--- src/rtl/fft_tw_pkg.sv ---
// rtl/fft_tw_pkg.sv - width helpers, cosine table builder and twiddle type for the MDC FFT twiddle generator
package fft_tw_pkg;

  localparam int DEF_N     = 32;
  localparam int DEF_STAGE = 0;
  localparam int DEF_W     = 9;

  // Counter width: log2(N)-1-STAGE bits, never narrower than one bit
  function automatic int calc_cnt_w(input int n, input int stage);
    int w;
    w = $clog2(n) - 1 - stage;
    return (w < 1) ? 1 : w;
  endfunction

  // Quarter-wave table has N/4+1 entries, addressed 0..N/4
  function automatic int calc_addr_w(input int n);
    return $clog2(n / 4 + 1);
  endfunction

  localparam int CNT_W  = calc_cnt_w(DEF_N, DEF_STAGE);
  localparam int ADDR_W = calc_addr_w(DEF_N);

  typedef logic signed [DEF_W-1:0] tw_t;

  // round(2^(w-2) * cos(2*pi*i/n)) for i in 0..n/4; the angle stays inside [0, pi/2]
  // so a Taylor series converges well and the result is never negative
  function automatic int tw_cos(input int n, input int w, input int i);
    real x;
    real term;
    real sum;
    real scale;
    x     = 6.283185307179586 * real'(i) / real'(n);
    sum   = 1.0;
    term  = 1.0;
    for (int k = 1; k <= 12; k++) begin
      term = -term * x * x / real'((2 * k - 1) * (2 * k));
      sum  = sum + term;
    end
    scale = real'(1 << (w - 2));
    return $rtoi(sum * scale + 0.5);
  endfunction

endpackage

--- src/rtl/twiddle_qrom.sv ---
// rtl/twiddle_qrom.sv - dual-address quarter-wave cosine ROM with registered addresses
module twiddle_qrom
  import fft_tw_pkg::*;
#(
  parameter int N  = 32,
  parameter int W  = 9,
  parameter int AW = calc_addr_w(N)
) (
  input  logic          clk,
  input  logic [AW-1:0] addr_a,
  input  logic [AW-1:0] addr_b,
  output logic [W-1:0]  q_a,
  output logic [W-1:0]  q_b
);

  logic [W-1:0]  rom [0:N/4];
  logic [AW-1:0] addr_a_q;
  logic [AW-1:0] addr_b_q;

  for (genvar gi = 0; gi <= N / 4; gi++) begin : g_rom
    assign rom[gi] = W'(tw_cos(N, W, gi));
  end

  // Address registers form the first pipeline stage of the table read
  always_ff @(posedge clk) begin
    addr_a_q <= addr_a;
    addr_b_q <= addr_b;
  end

  assign q_a = rom[addr_a_q];
  assign q_b = rom[addr_b_q];

endmodule

--- src/rtl/twiddle_gen.sv ---
// rtl/twiddle_gen.sv - sequenced twiddle generator for one radix-2 DIF stage; TWIDDLE_CONJ_EN adds the inverse port
module twiddle_gen
  import fft_tw_pkg::*;
#(
  parameter int N     = 32,
  parameter int STAGE = 0,
  parameter int W     = 9
) (
  input  logic                clk,
  input  logic                rst,
  input  logic                en,
  input  logic                sync,
`ifdef TWIDDLE_CONJ_EN
  input  logic                inverse,
`endif
  output logic                tw_valid,
  output logic signed [W-1:0] w_r,
  output logic signed [W-1:0] w_i
);

  localparam int LOG_N    = $clog2(N);
  localparam int E_W      = LOG_N - 1;
  localparam int CW       = calc_cnt_w(N, STAGE);
  localparam int AW       = calc_addr_w(N);
  localparam int CNT_LAST = (N >> (STAGE + 1)) - 1;
  localparam int QW       = N / 4;

  logic [CW-1:0]  cnt;
  logic [CW-1:0]  cnt_sel;
  logic [E_W-1:0] e;
  logic           quad;
  logic [E_W-2:0] e_lo;
  logic [AW-1:0]  a_dir;
  logic [AW-1:0]  a_mir;
  logic [AW-1:0]  addr_a;
  logic [AW-1:0]  addr_b;
  logic           inv_in;
  logic           p1_valid;
  logic           p1_quad;
  logic           p1_inv;
  logic [W-1:0]   q_a;
  logic [W-1:0]   q_b;

`ifdef TWIDDLE_CONJ_EN
  assign inv_in = inverse;
`else
  assign inv_in = 1'b0;
`endif

  // Sample counter: sync restarts the frame so the next sample is entry 1
  always_ff @(posedge clk) begin
    if (rst) begin
      cnt <= '0;
    end else if (en) begin
      if (sync) begin
        cnt <= CW'(CNT_LAST == 0 ? 0 : 1);
      end else if (cnt == CW'(CNT_LAST)) begin
        cnt <= '0;
      end else begin
        cnt <= cnt + 1'b1;
      end
    end
  end

  // Exponent and quarter-wave folding into two table addresses
  always_comb begin
    cnt_sel = (sync && en) ? '0 : cnt;
    e       = E_W'(cnt_sel) << STAGE;
    quad    = e[E_W-1];
    e_lo    = e[E_W-2:0];
    a_dir   = AW'(e_lo);
    a_mir   = AW'(QW) - AW'(e_lo);
    addr_a  = quad ? a_mir : a_dir;
    addr_b  = quad ? a_dir : a_mir;
  end

  twiddle_qrom #(
    .N  (N),
    .W  (W),
    .AW (AW)
  ) u_qrom (
    .clk    (clk),
    .addr_a (addr_a),
    .addr_b (addr_b),
    .q_a    (q_a),
    .q_b    (q_b)
  );

  // P1 valid: cleared by reset so in-flight samples are dropped
  always_ff @(posedge clk) begin
    if (rst) begin
      p1_valid <= 1'b0;
    end else begin
      p1_valid <= en;
    end
  end

  // P1 side-band: quadrant and conjugate request travel alongside the table address
  always_ff @(posedge clk) begin
    p1_quad <= quad;
    p1_inv  <= inv_in;
  end

  // P2: apply signs to the table read; outputs hold whenever no sample arrives
  always_ff @(posedge clk) begin
    if (rst) begin
      tw_valid <= 1'b0;
      w_r      <= '0;
      w_i      <= '0;
    end else begin
      tw_valid <= p1_valid;
      if (p1_valid) begin
        w_r <= p1_quad ? -$signed(q_a) : $signed(q_a);
        w_i <= p1_inv  ?  $signed(q_b) : -$signed(q_b);
      end
    end
  end

endmodule

--- config.mk ---
export PLATFORM = sky130hd
export DESIGN_NAME = twiddle_gen
export DESIGN_NICKNAME = d
export VERILOG_FILES = /design/src/rtl/fft_tw_pkg.sv /design/src/rtl/twiddle_qrom.sv /design/src/rtl/twiddle_gen.sv
export SDC_FILE = /design/constraint.sdc
export NUM_CORES = 1
export LEC_CHECK = 0
export CAP_MARGIN = 20
export CORE_MARGIN = 1
export CORE_UTILIZATION = 55
export CTS_CLUSTER_DIAMETER = 120
export DETAILED_ROUTE_END_ITERATION = 16
export PLACE_DENSITY = 0.91
export SLEW_MARGIN = 20
export SYNTH_ARGS = -nofsm -noshare
export SYNTH_HDL_FRONTEND = slang
export SYNTH_SLANG_ARGS = --single-unit
--- constraint.sdc ---
create_clock -name clk -period 2.8 [get_ports clk]
set_input_delay 0.42 -clock clk [delete_from_list [all_inputs] [get_ports clk]]
set_output_delay 0.42 -clock clk [all_outputs]
set_load 0.1 [all_outputs]
==> results_dict.tcl <==
set metrics [dict create \
    ant_nets 0 \
    post_cts_resize_count 0 \
    crit_path_top_delay_cell "ha_1" \
    r2r_slack_ns 0.75 \
    cts_setup_buffers 0 \
    hold_end "w_r[0]" \
    vias 1533 \
    cpLargestDelayFamily "compound AO/OA/AOI/OAI gates" \
    yosys_most_used_dff "dfxtp_1" \
    syn_nets 234 \
    drv_cap 0 \
    route.detailed.drc 0 \
    synth_seq_cells 32 \
    clk_latency_ns 0.34 \
    synth_edf_count 0 \
    crit_fanout 9 \
    worstHoldPathCells 2 \
    place_ws_ns 0.6771 \
    worst_ep_required_time_ns 3.05 \
    ys_seq_area_share_pct 34.97 \
    num_rows 20 \
    synth_mux_area_share_pct 3.893 \
    yosysWarnings 0 \
    path_depth 7 \
    cpPeakStageDelay_ns 0.43 \
    fin_setup_tns_ns 0 \
    wl_microns 3628 \
    cts_root_buffer "clkbuf_4" \
    min_period_over_period_pct 73.21 \
    finalWorstSetupSlack_ns 0.7501 \
    start_util_pct 59.03 \
    timing.rr.end "w_r[4]" \
    synth-compound-area-share_pct 21.17 \
    tritoncts.num_buffers 5 \
    vias_per_cell 5.475 \
    synthArstFlopShare_pct 0 \
    worstPathCellList "inv_1 > ha_1 > and3b_1 > o31ai_2 > nand2_1 > xnor2_1 > a211oi_1" \
    worstPathArrival_ns 2.30 \
    cts.clk_slew.worst_paths_ns 0.10 \
    die_w_microns 59.71 \
    outcome "finished, final reports clean" \
    worstMarginPinSlew_ns 0.5563 \
    p_leak_nw 0.8401 \
    r2r_start "u_qrom.addr_a_q[1]" \
    fmax_mhz 487.8 \
    cts_tree "done" \
    grt_pass1_wl_microns 5858 \
    multiInputGateArea_sq_um 1085 \
    finalSetupViolations 0 \
    finalNetCount 251 \
    firstDrtPassIters 4 \
    min-delay-start "w_r[0]" \
    end_kind "flop" \
    crit_type "reg -> reg" \
    relSlewSlack_pct 62.86 \
    pin_count 23 \
    final_cell_mix "32 x dfxtp_1, 22 x buf_4, 21 x nor2_1" \
    avgSynthCellArea_sq_um 8.403 \
    ys_types 42 \
    synth_xor_area_share_pct 4.781 \
    irDropWorstVdd_uv 319.2 \
    nFillCells 271 \
    slew_violations 0 \
    startpoint "u_qrom.addr_a_q[1]" \
    grt_max_degree 31 \
    netlist_area_sq_um 1832 \
    worst_setup_path_start_kind "flop" \
    min_period_ns 2.050 \
    pwr_density_cell_nw_per_um2 572.9 \
    rsz0062_at_grt "false" \
    syn_inst 218 \
    die_area_sq_um 3565 \
    grt_pass1_vias 1347 \
    portBuffers 22 \
    dp.final_hpwl_microns 2469 \
    holdCritPathClass "reg -> reg" \
    reg2reg_depth 7 \
    antenna_cells 0 \
    cts.hold.buffers_added 0 \
    clock_skew_ns 0.007863 \
    synthAdderAreaFrac_pct 8.197 \
    die_h_microns 59.71 \
    syn2layout_area_growth_pct 14.89 \
    fp.coreArea_sq_um 3103 \
    yosys.area_share.simple_pct 21.17 \
    seqCellArea_sq_um 640.6 \
    crit_buf_inv 1 \
    drt-initial-drc-count 38 \
    layout_commonest_cell "dfxtp_1" \
    antenna_found_initial 0 \
    drive_above_1_share_pct 16.10 \
    clockBufferDepth 2 \
    grt.overflow.total 0 \
    numClockSinks 32 \
    hold_viol_final 0 \
    wl_per_cell_microns 12.96 \
    synth_top_family_by_area "compound AO/OA/AOI/OAI gates" \
    place_congestion 0.8737 \
    grtUsageTotal_pct 22.31 \
    h-tree-depth 2 \
]
-- layer usage --
layer  global-route usage (%)  up-vias  part of all wire (%)
met4                    9.967        0                   2.0
met2                    36.19       41                    48
met5                        0        -                     0
met3                    6.926        8                   4.0
met1                    27.03      693                    46
li1                         -      791                     -
-- cells by family (layout without fill, tap and decap cells) --
| kind of cell | after synthesis | in the layout |
|---|---|---|
| adders and majority gates | 12 | 12 |
| DFF | 32 | 32 |
| muxes | 7 | 7 |
| and+or+nand+nor | 75 | 75 |
| buffers and inverters | 24 | 42 |
| AOI/OAI and AO/OA | 58 | 58 |
| xor gates and xnor gates | 10 | 10 |
-- state kept, by name, summed over array words and instances, names as in the netlist --
register	count
p1_quad	1
w_i	9
u_qrom.addr_a_q	4
p1_valid	1
tw_valid	1
w_r	9
u_qrom.addr_b_q	3
cnt	4
-- stage by stage --
stage	std cells	cell area (sq um)	power, W	hold WS [ns]	util, %
final	280	2105	0.001206	0.4806	67.82
after global routing	280	2105	0.001260	0.5140	67.82
after CTS	280	2105	0.001208	0.4814	67.82
after detailed placement	272	2009	0.0008180	0.4662	64.76
after global placement	272	2009	0.0008100	0.4588	64.76
after floorplan	218	1832	0.0007590	0.4916	-
-- where the power goes --
part	switching (W)	total [W]	internal [W]
clock	0.000159	0.000396	0.000237
sequential	0.0000207	0.000498	0.000477
combinational	0.000211	0.000312	0.000100
total	0.000391	0.00121	0.000815
-- layout make-up --
type,count,area share (%)
clock buffers,7,3.092
clock inverters,1,1.427
inverters,9,1.605
multi-input cells,162,51.55
flip-flops and latches,32,30.44
well taps,44,2.616
repair buffers,25,9.275
-- tightest hold or removal path, stage by stage (launching register included) --
cell	delay, ns
dfxtp_1	0.32
nand2b_1	0.06
a21oi_1	0.06
-- cell usage after synthesis (3+ instances only) --
cell       n  area share [%]
o22ai_1    4             1.4
nand3_1    3            0.82
a21oi_1   19             5.2
nor2b_1    8             2.7
buf_2      4             1.1
nand2b_1  12             4.1
xnor2_1    8             3.8
mux2i_1    6             3.3
ha_1      12             8.2
clkbuf_1   9             1.8
nand2_1   14             2.9
nor3_1     5             1.4
o21ai_0   13             3.6
nor2_1    21             4.3
inv_1      9             1.8
a211oi_1   5             2.0
dfxtp_1   32              35
-- worst max path at each step --
stage	endpoint	slack, ns
2_1_floorplan	w_r[4]	0.78
3_3_place_gp	u_qrom.addr_a_q[2]	0.82
3_5_place_dp	u_qrom.addr_a_q[2]	0.68
4_1_cts	w_r[4]	0.74
5_1_grt	w_r[4]	0.63
6_report	w_r[4]	0.75
(Power assumes the default switching activity.)
